**config.mk**
```make
export PLATFORM = sky130hd
export DESIGN_NAME = pipe_ctrl
export DESIGN_NICKNAME = d
export VERILOG_FILES = /design/src/rtl/pipe_pkg.sv /design/src/rtl/pipe_hold_chain.sv /design/src/rtl/pipe_ctrl.sv
export SDC_FILE = /design/constraint.sdc
export NUM_CORES = 1
export LEC_CHECK = 0
export CELL_PAD_IN_SITES_DETAIL_PLACEMENT = 0
export CELL_PAD_IN_SITES_GLOBAL_PLACEMENT = 1
export CORE_UTILIZATION = 30
export DETAILED_ROUTE_END_ITERATION = 16
export PLACE_DENSITY = 0.84
export SLEW_MARGIN = 20
export SYNTH_ARGS = -nofsm -noshare
export SYNTH_HDL_FRONTEND = slang
export SYNTH_SLANG_ARGS = --single-unit
export TNS_END_PERCENT = 10
```
**constraint.sdc**
```tcl
create_clock -name clk -period 4.4 [get_ports clk]
set_input_delay 0.44 -clock clk [delete_from_list [all_inputs] [get_ports clk]]
set_output_delay 0.44 -clock clk [all_outputs]
set_load 0.1 [all_outputs]
```
**src/rtl/pipe_pkg.sv**
```systemverilog
// Shared stage indices, controller state encoding and counter type for the pipeline control unit.
package pipe_pkg;

    localparam int IF  = 0;
    localparam int ID  = 1;
    localparam int EX  = 2;
    localparam int MEM = 3;
    localparam int WB  = 4;

    typedef enum logic {
        RUN   = 1'b0,
        DRAIN = 1'b1
    } ctrl_state_e;

    typedef logic [31:0] cnt_t;

    localparam cnt_t CNT_MAX = 32'hFFFF_FFFF;

endpackage

```
**src/rtl/pipe_hold_chain.sv**
```systemverilog
// Combinational hold chain and base load/bubble enables for every stage register.
// hold_force_i lets the caller pin stages as held without feeding back into the chain itself.
module pipe_hold_chain #(
    parameter int STAGES = 5
) (
    input  logic [STAGES-1:0] v_i,
    input  logic [STAGES-1:0] stall_req_i,
    input  logic [STAGES-1:0] hold_force_i,
    output logic [STAGES-1:0] hold_o,
    output logic [STAGES-1:0] ok_o,
    output logic [STAGES-1:0] flush_o
);

    // Chain runs from the oldest stage down; an empty stage never holds.
    always_comb begin
        hold_o = '0;
        hold_o[STAGES-1] = v_i[STAGES-1] & stall_req_i[STAGES-1];
        for (int i = STAGES - 2; i >= 0; i--) begin
            hold_o[i] = v_i[i] & (stall_req_i[i] | hold_o[i+1]);
        end
    end

    always_comb begin
        ok_o    = ~(hold_o | hold_force_i);
        flush_o = '0;
        for (int i = 1; i < STAGES; i++) begin
            flush_o[i] = ok_o[i] & (hold_o[i-1] | hold_force_i[i-1] | ~v_i[i-1]);
        end
    end

endmodule

```
**src/rtl/pipe_ctrl.sv**
```systemverilog
// Pipeline control: per-stage load/bubble enables, valid tracking, redirect/exception kill,
// fence drain sequencing and a saturating fetch-stall counter.
module pipe_ctrl
    import pipe_pkg::*;
#(
    parameter int STAGES  = WB + 1,
    parameter int R_STAGE = EX,
    parameter int X_STAGE = MEM,
    parameter int F_STAGE = ID
) (
    input  logic              clk,
    input  logic              rst,
    input  logic              fetch_valid_i,
    input  logic [STAGES-1:0] stall_req_i,
    input  logic              redirect_i,
    input  logic              exc_i,
    input  logic              fence_i,
    output logic [STAGES-1:0] ok_o,
    output logic [STAGES-1:0] flush_o,
    output logic [STAGES-1:0] valid_o,
    output logic [31:0]       stall_cnt_o
);

    localparam int X_LAST = (X_STAGE + 1 > STAGES - 1) ? STAGES - 1 : X_STAGE + 1;
    localparam logic [STAGES-1:0] R_BIT = {{(STAGES-1){1'b0}}, 1'b1} << R_STAGE;

    logic [STAGES-1:1] v_q, v_d;
    ctrl_state_e       state_q, state_d;
    cnt_t              cnt_q, cnt_d;

    logic [STAGES-1:0] v;
    logic [STAGES-1:0] hold, base_ok, base_flush, hold_force, kill;
    logic              redir_take, exc_take, older_busy, fence_hold;

    assign v           = {v_q, fetch_valid_i};
    assign valid_o     = v;
    assign stall_cnt_o = cnt_q;

    pipe_hold_chain #(.STAGES(STAGES)) u_hold_chain (
        .v_i          (v),
        .stall_req_i  (stall_req_i),
        .hold_force_i (hold_force),
        .hold_o       (hold),
        .ok_o         (base_ok),
        .flush_o      (base_flush)
    );

    // Kill set and fence hold depend only on the raw chain, never on the forced enables.
    always_comb begin
        redir_take = redirect_i & v[R_STAGE] & ~(|(hold & R_BIT));
        exc_take   = exc_i & v[X_STAGE];
        older_busy = |v_q[STAGES-1:F_STAGE+1];
        kill       = '0;
        for (int i = 1; i < STAGES; i++) begin
            kill[i] = (redir_take & (i <= R_STAGE)) | (exc_take & (i <= X_LAST));
        end
        if (state_q == RUN) begin
            fence_hold = ~kill[F_STAGE] & fence_i & v[F_STAGE] & older_busy;
        end else begin
            fence_hold = ~kill[F_STAGE] & older_busy;
        end
        hold_force = '0;
        for (int i = 0; i < STAGES; i++) begin
            hold_force[i] = fence_hold & (i <= F_STAGE);
        end
    end

    always_comb begin
        ok_o    = base_ok | kill | {{(STAGES-1){1'b0}}, redir_take};
        flush_o = base_flush | kill;
        if (rst) begin
            ok_o    = '1;
            flush_o = {{(STAGES-1){1'b1}}, 1'b0};
        end

        v_d = v_q;
        for (int i = 1; i < STAGES; i++) begin
            if (ok_o[i]) begin
                v_d[i] = ~flush_o[i];
            end
        end

        state_d = state_q;
        case (state_q)
            RUN:     if (fence_hold) state_d = DRAIN;
            DRAIN:   if (kill[F_STAGE] || !older_busy) state_d = RUN;
            default: state_d = RUN;
        endcase

        cnt_d = cnt_q;
        if (!ok_o[0] && cnt_q != CNT_MAX) begin
            cnt_d = cnt_q + 32'd1;
        end
    end

    always_ff @(posedge clk) begin
        if (rst) begin
            v_q     <= '0;
            state_q <= RUN;
            cnt_q   <= '0;
        end else begin
            v_q     <= v_d;
            state_q <= state_d;
            cnt_q   <= cnt_d;
        end
    end

endmodule

```
==> results of run 1 <==
## per-stage QoR
stage | worst slack [ns] | instances | power, mW
after global routing | 1.22 | 370 | 0.693
final | 1.44 | 370 | 0.668
after CTS | 1.42 | 370 | 0.674
after detailed placement | 1.32 | 363 | 0.431
after floorplan | 0.0472 | 242 | 0.410
after global placement | 1.39 | 363 | 0.430
## cell usage in the layout (no fill, tap or decap), types with 4 or more instances in the layout
cell type	instances
clkdlybuf4s50_1	47
dfxtp_1	37
a21oi_1	31
o21ai_0	21
or3_1	20
nand2_1	16
nand3_1	14
nor2_1	11
buf_4	11
inv_1	10
nand4_1	10
o31ai_1	6
or4_1	6
clkbuf_8	6
nor3_1	5
and2_1	4
and4_1	4
## worst max-delay path: stages
cell and delay, ns:
clkdlybuf4s50_1 0.76, a21oi_1 0.56, nand2_1 0.09, nor2_1 0.14, nand4_1 0.12, and2_1 0.17, buf_4 0.22
## routing by layer
metal	track usage (%)	wire, microns	up-vias
li1	-	-	1002
met1	20.1	2400	913
met2	25.3	2270	33
met3	4.07	192	5
met4	6.32	75	0
met5	0	0	-
## worst paths after layout
path / startpoint / to / slack (ns) / depth (start not counted)
worst max-delay path: rst / flush_o[1] / 1.44 / 7
worst min-delay path: stall_cnt_o[22]$_SDFFE_PP0P_ / stall_cnt_o[22]$_SDFFE_PP0P_ / 0.50 / 2
worst max register to register: stall_cnt_o[2]$_SDFFE_PP0P_ / stall_cnt_o[7]$_SDFFE_PP0P_ / 1.94 / 7
worst min register to register: stall_cnt_o[22]$_SDFFE_PP0P_ / stall_cnt_o[22]$_SDFFE_PP0P_ / 0.50 / 2
## sequential cells by signal (all words and copies together), names as in the netlist
name,cells
stall_cnt_o,32
state_q,1
v_q,4
## cell type report
| cell class | instances | share of cell area (%) |
|---|---|---|
| clock buffer | 7 | 3.34 |
| sequential | 37 | 28.6 |
| tap | 75 | 3.63 |
| timing repair buffer | 58 | 21.4 |
| inverter | 10 | 1.45 |
| multi-input combinational | 183 | 41.6 |
## where the power goes
group | total [mW] | internal (mW) | switching [mW]
Clock | 0.245 | 0.124 | 0.121
Sequential | 0.340 | 0.337 | 0.00319
Combinational | 0.0827 | 0.0213 | 0.0614
Total | 0.668 | 0.482 | 0.185
## kinds of logic after synthesis
logic type | count (synthesis) | share of synthesized area [%]
simple gates | 105 | 30.6
compound gates | 71 | 21.6
flops | 37 | 38.4
buf+inv | 22 | 5.78
mux | 4 | 2.21
fa+ha+maj | 1 | 0.649
other cells | 1 | 0.195
xor+xnor | 1 | 0.455
==> results.md, run 1 <==
- EDFF count, synth: 0
- Fraction of layout cells with a size suffix above 1: 8.47%
- Run status: complete, no violations
- Fill cell total of the finished layout: 622
- Post-cts resize count: 0
- Fraction of the cycle the final worst path needs: 67.3%
- Buffer cell driving the clock tree root: clkbuf_8
- Total count of max-transition violations in the final report: 0
- Maximum buffer depth of the clock tree: 2
- Cell types occupying the most area after synthesis: dfxtp_1 38%, a21oi_1 8.1%, or3_1 6.5%
- Leak: 0.821 nW
- Clock H-tree levels: 2
- Fin Hold WS: between 0.5 and 0.6 ns
- Clock sink count: 37
- Yosys top cell by area: dfxtp_1
- Core Area: between 0.006 and 0.007 sq mm
- Combined area of the multi-input logic cells: 0.00107 sq mm
- Transition time of the tightest slew-check pin: 0.997 ns
- Horizontal die dimension: 82.1 microns
- Sequential cell area: 741 sq um
- Worst setup path class: in2out
- Sequential-to-total area share from yosys stat: between 30% and 40%
- Number of warnings issued by yosys: 0
- Post-synthesis register bit count: 37
- Worst slew margin relative to its limit: about a third
- Number of primary I/O pins: 58
- Die Y: 82.1 microns
- Skew-Pair Late Insertion Delay: 0.29 ns
- CP required: 3.96 ns
- Mean area per synthesized cell: 7.96 sq um
- Placed Area: approximately 0.0025 sq mm
- Floorplan die area: 0.00675 sq mm
- Number of vias per cell: 5.28
- Unrepaired setup endpoints after global routing: false
- Cell variety after synth: 42
- Gp weighted congestion: 0.761
- Post-DP HPWL: 3650 microns
- Power per Cell Area: 258 mW/mm^2
- Maximum fanout along the worst path: 20
- Vias in the first global route: around 1,800
- DRC violation count after routing: 0
- Total of hold buffers inserted after clock tree synthesis: 0
- Max IR drop VDD: between 0.1 and 0.15 mV
- Arrival time of the worst setup path: ~2.5 ns
- Count of routing violations after the opening detailed-route iteration: 83
- Final design utilization: between 40% and 50%
- Top cells by instance count after synthesis: 37 x dfxtp_1, 31 x a21oi_1, 22 x o21ai_0
- Total congestion overflow after global routing: 0
- Most used standard cell by instance count after synthesis: dfxtp_1
- Final Skew: 0.00360 ns
- Clock slew at reported path FFs: about 0.07 ns
- Fmax: 0.338 GHz
- Global routing usage summed across all routing layers: 15.8%
- Net total in the final layout: slightly above 300
- Number of failing hold endpoints at the final stage: 0
- Share of async-settable or async-resettable flops after synthesis: 0%
- Worst hold path class: reg2reg
- Net count of the mapped netlist: 254
- TritonRoute pass-1 iters: 4
- Fin Setup TNS: 0 ns
- Routed wire length: 4930 microns
- Number of instances in the synthesized netlist: 242
- First-pass GRT wire length: 8090 microns
- Post-synthesis instance area: around 0.0019 sq mm
- Avg WL per Cell: 13.3 microns
- Number of vias in the routed layout: slightly below 2,000
- Area growth from synthesis to layout: 34.2%
- Final min period: 2.96 ns
- Total clock buffers created by CTS: 5
- Critical path capture point type: output pin
- Final ANT Viol Nets: 0
- Share of Yosys cell area claimed by the top area cell type: 38.4%
- N_diodes: 0
- Setup crit start kind: input port
- MaxCap Viol Count: 0
- Setup repair bufs after CTS: 0
- Final count of negative-setup-slack endpoints: 0
- Ys flop type: dfxtp_1
- Initial antenna violation count: 0
- Buffers added on ports: 56
- Post-layout instance area: 0.00259 sq mm
- TritonCTS clock tree: built
- Pin count of the biggest net entering global routing: 43
- Std-Cell Rows: 28
- Starting Density: 31.8%
Power figures use the tool's default switching activity.
==> run 2: changes to the inputs <==
==> constraint.sdc (replaced) <==
create_clock -name clk -period 2.75 [get_ports clk]
set_input_delay 0.275 -clock clk [delete_from_list [all_inputs] [get_ports clk]]
set_output_delay 0.275 -clock clk [all_outputs]
set_load 0.1 [all_outputs]
==> run 2 against run 1 <==
  * Non-clock buffer count increased by 2
  * Combinational power is 79% higher
  * Power is 76% higher
  * Die area did not move
  * Worst setup slack worse by 0.93 ns
  * Sequential share of layout area fell by 0.88 points
  * Routed wire length up 0.85%
  * Sequential cell count unchanged
  * Clock-buffer cell count is 2 lower
  * Clock skew increased by 0.0087 ns
  * Critical path type is now reg2reg
  * Critical endpoint is now stall_cnt_o[28]$_SDFFE_PP0P_
  * Highest routed layer unchanged
==> results.md, run 2 (synthesis gave the netlist of run 1 again) <==
- Run status: complete, no violations
- Total of hold buffers inserted after clock tree synthesis: 0
- Post-DP HPWL: 3690 microns
- DRC violation count after routing: 0
- Fraction of the cycle the final worst path needs: 81.5%
- Net total in the final layout: 309
- Leak: roughly 0.98 nW
- Starting Density: 31.8%
- Arrival time of the worst setup path: about 2.4 ns
- Buffer cell driving the clock tree root: clkbuf_8
- Area growth from synthesis to layout: 39.4%
- Gp weighted congestion: 0.758
- Pin count of the biggest net entering global routing: 57
- Post-cts resize count: 0
- Buffers added on ports: 56
- Number of primary I/O pins: 58
- Fmax: 0.446 GHz
- Horizontal die dimension: 82.1 microns
- Setup repair bufs after CTS: 0
- Number of vias in the routed layout: 1,974
- CP required: 2.94 ns
- Final min period: ~2.2 ns
- Total count of max-transition violations in the final report: 0
- Critical path capture point type: flip-flop
- Total congestion overflow after global routing: 0
- TritonRoute pass-1 iters: 4
- Fraction of layout cells with a size suffix above 1: 24.5%
- Maximum buffer depth of the clock tree: 2
- Number of vias per cell: 5.29
- Avg WL per Cell: 13.3 microns
- Fin Hold WS: 0.518 ns
- Final ANT Viol Nets: 0
- Most common library cell in the layout ignoring fill and taps: buf_4
- Vias in the first global route: 1,668
- Number of failing hold endpoints at the final stage: 0
- Floorplan die area: 0.00675 sq mm
- Fin Setup TNS: 0 ns
- Final count of negative-setup-slack endpoints: 0
- Inst Count DP: 365
- Count of routing violations after the opening detailed-route iteration: 115
- Initial antenna violation count: 0
- Worst setup path class: reg2reg
- Worst hold path class: reg2reg
- Most frequent cells in the layout: 40 x buf_4, 33 x dfxtp_1, 31 x a21oi_1
- Max IR drop VDD: 0.255 mV
- N_diodes: 0
- Clock sink count: 37
- Maximum fanout along the worst path: 8
- Die Y: ~82 microns
- Total clock buffers created by CTS: 5
- First-pass GRT wire length: 7970 microns
- TritonCTS clock tree: built
- Transition time of the tightest slew-check pin: 0.612 ns
- Global routing usage summed across all routing layers: 15.6%
- Power per Cell Area: 436 mW/mm^2
- MaxCap Viol Count: 0
- Worst slew margin relative to its limit: 58.8%
- Routed wire length: 4980 microns
- Setup crit start kind: flip-flop
- Core Area: ~0.0061 sq mm
- Unrepaired setup endpoints after global routing: false
- Clock H-tree levels: 2
- Max FFs per register: 32
- Clock slew at reported path FFs: 0.08 ns
- Final cell count without fillers: about 370
- Skew-Pair Late Insertion Delay: 0.30 ns
- Final Skew: roughly 0.012 ns
- Std-Cell Rows: 28
[run 2: cell count changes in the layout (fill, tap and decap cells not counted), sizes merged]
cell / before / now
buf: 11 / 50
bufinv: 0 / 1
clkbuf: 7 / 5
clkdlybuf4s50: 47 / 10
clkinv: 0 / 1
clkinvlp: 0 / 1
[run 2: final timing paths]
| kind | start | end | slack, ns | depth (start not counted) |
|---|---|---|---|---|
| worst min register to register | stall_cnt_o[15]$_SDFFE_PP0P_ | stall_cnt_o[15]$_SDFFE_PP0P_ | 0.52 | 2 |
| worst max register to register | stall_cnt_o[2]$_SDFFE_PP0P_ | stall_cnt_o[28]$_SDFFE_PP0P_ | 0.51 | 6 |
| worst min-delay path | stall_cnt_o[15]$_SDFFE_PP0P_ | stall_cnt_o[15]$_SDFFE_PP0P_ | 0.52 | 2 |
| worst max-delay path | stall_cnt_o[2]$_SDFFE_PP0P_ | stall_cnt_o[28]$_SDFFE_PP0P_ | 0.51 | 6 |
[run 2: power breakdown]
| group | internal (mW) | switching [mW] |
|---|---|---|
| Clock | 0.271 | 0.208 |
| Combinational | 0.0460 | 0.102 |
| Sequential | 0.539 | 0.00544 |
[run 2: routing by layer]
metal  part of all wire, %  up-vias  track usage [%]
li1                      -     1008                -
met4                   1.8        0             7.37
met5                     0        -                0
met3                   4.4        7             3.63
met2                    45       49             21.9
met1                    49      910             22.1
[run 2: cell type report]
type | instances | area, sq um
timing repair buffer | 60 | 601
tap | 75 | 93.8
clock inverter | 3 | 46.3
sequential | 37 | 746
fill | 600 | 3370
multi-input combinational | 183 | 1090
inverter | 10 | 37.5
clock buffer | 5 | 68.8
[run 2: per-stage QoR]
step	total power [mW]	cell area, sq um	util [%]	setup slack [ns]
finish	1.17	2690	44.3	0.510
floorplan	0.658	1950	-	0.0460
global placement	0.706	2570	42.4	0.292
detailed placement	0.706	2570	42.4	0.246
CTS	1.19	2690	44.3	0.518
global route	1.23	2690	44.3	0.319
[run 2: critical path, cell delays in order, from the launching register on]
cell	delay (ns)
dfxtp_1	0.45
and4_1	0.28
nand4_1	0.18
nor3_1	0.45
nand2_1	0.16
nor3b_1	0.26
mux2_2	0.36
==> run 3: changes to the inputs <==
--- a/config.mk
+++ b/config.mk
@@ -9,7 +9,7 @@
 export CELL_PAD_IN_SITES_GLOBAL_PLACEMENT = 1
 export CORE_UTILIZATION = 30
 export DETAILED_ROUTE_END_ITERATION = 16
-export PLACE_DENSITY = 0.84
+export PLACE_DENSITY = 0.87
 export SLEW_MARGIN = 20
 export SYNTH_ARGS = -nofsm -noshare
 export SYNTH_HDL_FRONTEND = slang
==> constraint.sdc (replaced) <==
create_clock -name clk -period 1.95 [get_ports clk]
set_input_delay 0.195 -clock clk [delete_from_list [all_inputs] [get_ports clk]]
set_output_delay 0.195 -clock clk [all_outputs]
set_load 0.1 [all_outputs]
==> run 3 against run 2 <==
  * The run now ends with negative setup slack left
  * Clock skew decreased by 0.0085 ns
  * Routed wire length increased by 30%
  * Power increased by 38%
  * Hold slack got worse by 0.065 ns
  * Via count increased by 19%
  * Critical endpoint is now stall_cnt_o[22]$_SDFFE_PP0P_
  * Largest power group unchanged
==> results.md, run 3 (synthesis gave the netlist of run 1 again) <==
- Pin count of the biggest net entering global routing: 33
- Worst hold path class: in2reg
- Total count of max-transition violations in the final report: 0
- Skew-Pair Late Insertion Delay: 0.30 ns
- Arrival time of the worst setup path: 2.25 ns
- Max IR drop VDD: roughly 0.38 mV
- MaxCap Viol Count: 0
- Final design utilization: 57.6%
- Maximum fanout along the worst path: 6
- Total congestion overflow after global routing: 0
- Crit path largest cell delay: 0.51 ns
- Fraction of the cycle the final worst path needs: 104%
- Starting Density: around a third
- Violations in the final reports: negative setup slack
- Total power: 1.62 mW
- Fmax: 0.494 GHz
- Buffer cell driving the clock tree root: clkbuf_8
- Number of vias per cell: 5.30
- Avg WL per Cell: 14.6 microns
- Total clock buffers created by CTS: 5
- TritonCTS clock tree: built
- Horizontal die dimension: 82.1 microns
- Area growth from synthesis to layout: 81.3%
- Maximum buffer depth of the clock tree: 2
- Clock slew at reported path FFs: 0.08 ns
- Count of routing violations after the opening detailed-route iteration: 89
- Setup slack of the worst register-to-register path: -0.07 ns
- Gp weighted congestion: 0.814
- Global routing usage summed across all routing layers: 19.3%
- Final ANT Viol Nets: 0
- Final worst slack: -0.0728 ns
- Number of primary I/O pins: 58
- Cells along the critical path: a21oi_2 -> a211oi_2 -> nand3_2 -> a21o_4 -> clkbuf_16 -> or4_4 -> a21oi_2
- Number of failing hold endpoints at the final stage: 0
- Buffers added on ports: 56
- Critical path capture point type: flip-flop
- Max FFs per register: 32
- Setup crit start kind: flip-flop
- Post-placement worst setup slack: -0.300 ns
- Clock H-tree levels: 2
- First-pass GRT wire length: 9930 microns
- Std-Cell Rows: 28
- Cell type of the slowest stage on the worst timing path: or4_4
- Final min period: 2.02 ns
- Fraction of layout cells with a size suffix above 1: 54.3%
- Post-DP HPWL: 4200 microns
- Run status: finished, violations left
- N_diodes: 0
- Unrepaired setup endpoints after global routing: true
- Most frequent cells in the layout: 102 x buf_4, 31 x dfxtp_2, 26 x a21oi_1
- Power per Cell Area: 463 mW/mm^2
- Most common library cell in the layout ignoring fill and taps: buf_4
- Initial antenna violation count: 0
- Number of vias in the routed layout: 2,350
- Floorplan die area: 0.00675 sq mm
- Worst setup path class: reg2reg
- Final count of negative-setup-slack endpoints: 6
- DRC violation count after routing: 0
- Cell occurring most often along the worst timing path: a21oi_2
- TritonRoute pass-1 iters: 4
- Die Y: around 82 microns
- Vias in the first global route: 2,174
- Fill cell total of the finished layout: 531
- Core Area: 0.00606 sq mm
- Net total in the final layout: approximately 380
- Total of hold buffers inserted after clock tree synthesis: 0
- Clock sink count: 37
- Leak: between 1 and 1.5 nW
- Routed wire length: 6470 microns
- Final Skew: around 0.0037 ns
- CP required: 2.18 ns
## run 3: cell count changes in the layout (fill, tap and decap cells not counted), sizes merged
cell	change
dlymetal6s2s	+1
clkdlybuf4s50	-3
clkinv	+1
bufinv	-1
clkinvlp	-1
clkbuf	+2
buf	+68
dlygate4sd2	+2
inv	+1
## run 3: per-layer routing
layer | track usage (%) | vias to the layer above | share of wire, %
met5 | 0 | - | 0
met4 | 7.89 | 0 | 1.8
met3 | 3.74 | 14 | 4.1
met2 | 32.8 | 50 | 50
met1 | 23.7 | 1138 | 44
li1 | - | 1148 | -
## run 3: power by group
part           leakage (nW)  total [mW]  switching [mW]  internal (mW)
sequential            0.317       0.762         0.00675          0.756
combinational          1.09       0.293           0.173          0.120
clock                0.0482       0.562           0.313          0.248
## run 3: final timing paths
kind | start | end | cells after the start
max | v_q[1]$_SDFFE_PP0P_ | stall_cnt_o[22]$_SDFFE_PP0P_ | 7
max reg2reg | v_q[1]$_SDFFE_PP0P_ | stall_cnt_o[22]$_SDFFE_PP0P_ | 7
min | stall_req_i[2] | v_q[3]$_SDFFE_PP0P_ | 4
min reg2reg | stall_cnt_o[30]$_SDFFE_PP0P_ | stall_cnt_o[30]$_SDFFE_PP0P_ | 2
## run 3: cell type report
type / count / area, sq um / area share [%]
clock inverter: 3 / 16.3 / 0.466
timing repair buffer: 130 / 1210 / 34.6
multi-input combinational: 183 / 1270 / 36.4
clock buffer: 5 / 68.8 / 1.97
tap: 75 / 93.8 / 2.69
inverter: 10 / 40.0 / 1.15
sequential: 37 / 795 / 22.7
## run 3: critical path, delay by kind of cell, from the launching register on
family                 cells  cell delay [ns]
AOI/OAI and AO/OA          4             0.75
buffers and inverters      1             0.17
DFF                        1             0.39
and+or+nand+nor            2             0.64
## run 3: timing repair
item / in CTS / in global routing
pin swaps: 9 / 28
resized for setup: 17 / 26
setup buffers: 5 / 3
setup endpoints to repair: 19 / 27
cloned: 1 / 3
## run 3: through the flow
| step | hold slack [ns] | setup TNS, ns | area, sq um | instances |
|---|---|---|---|---|
| after floorplan | 0.366 | -7.12 | 2030 | 242 |
| after CTS | 0.434 | -0.0548 | 3320 | 437 |
| final | 0.453 | -0.177 | 3490 | 443 |
| after global placement | 0.487 | -4.60 | 3100 | 423 |
| after detailed placement | 0.484 | -5.64 | 3100 | 423 |
| after global routing | 0.461 | -1.58 | 3490 | 443 |
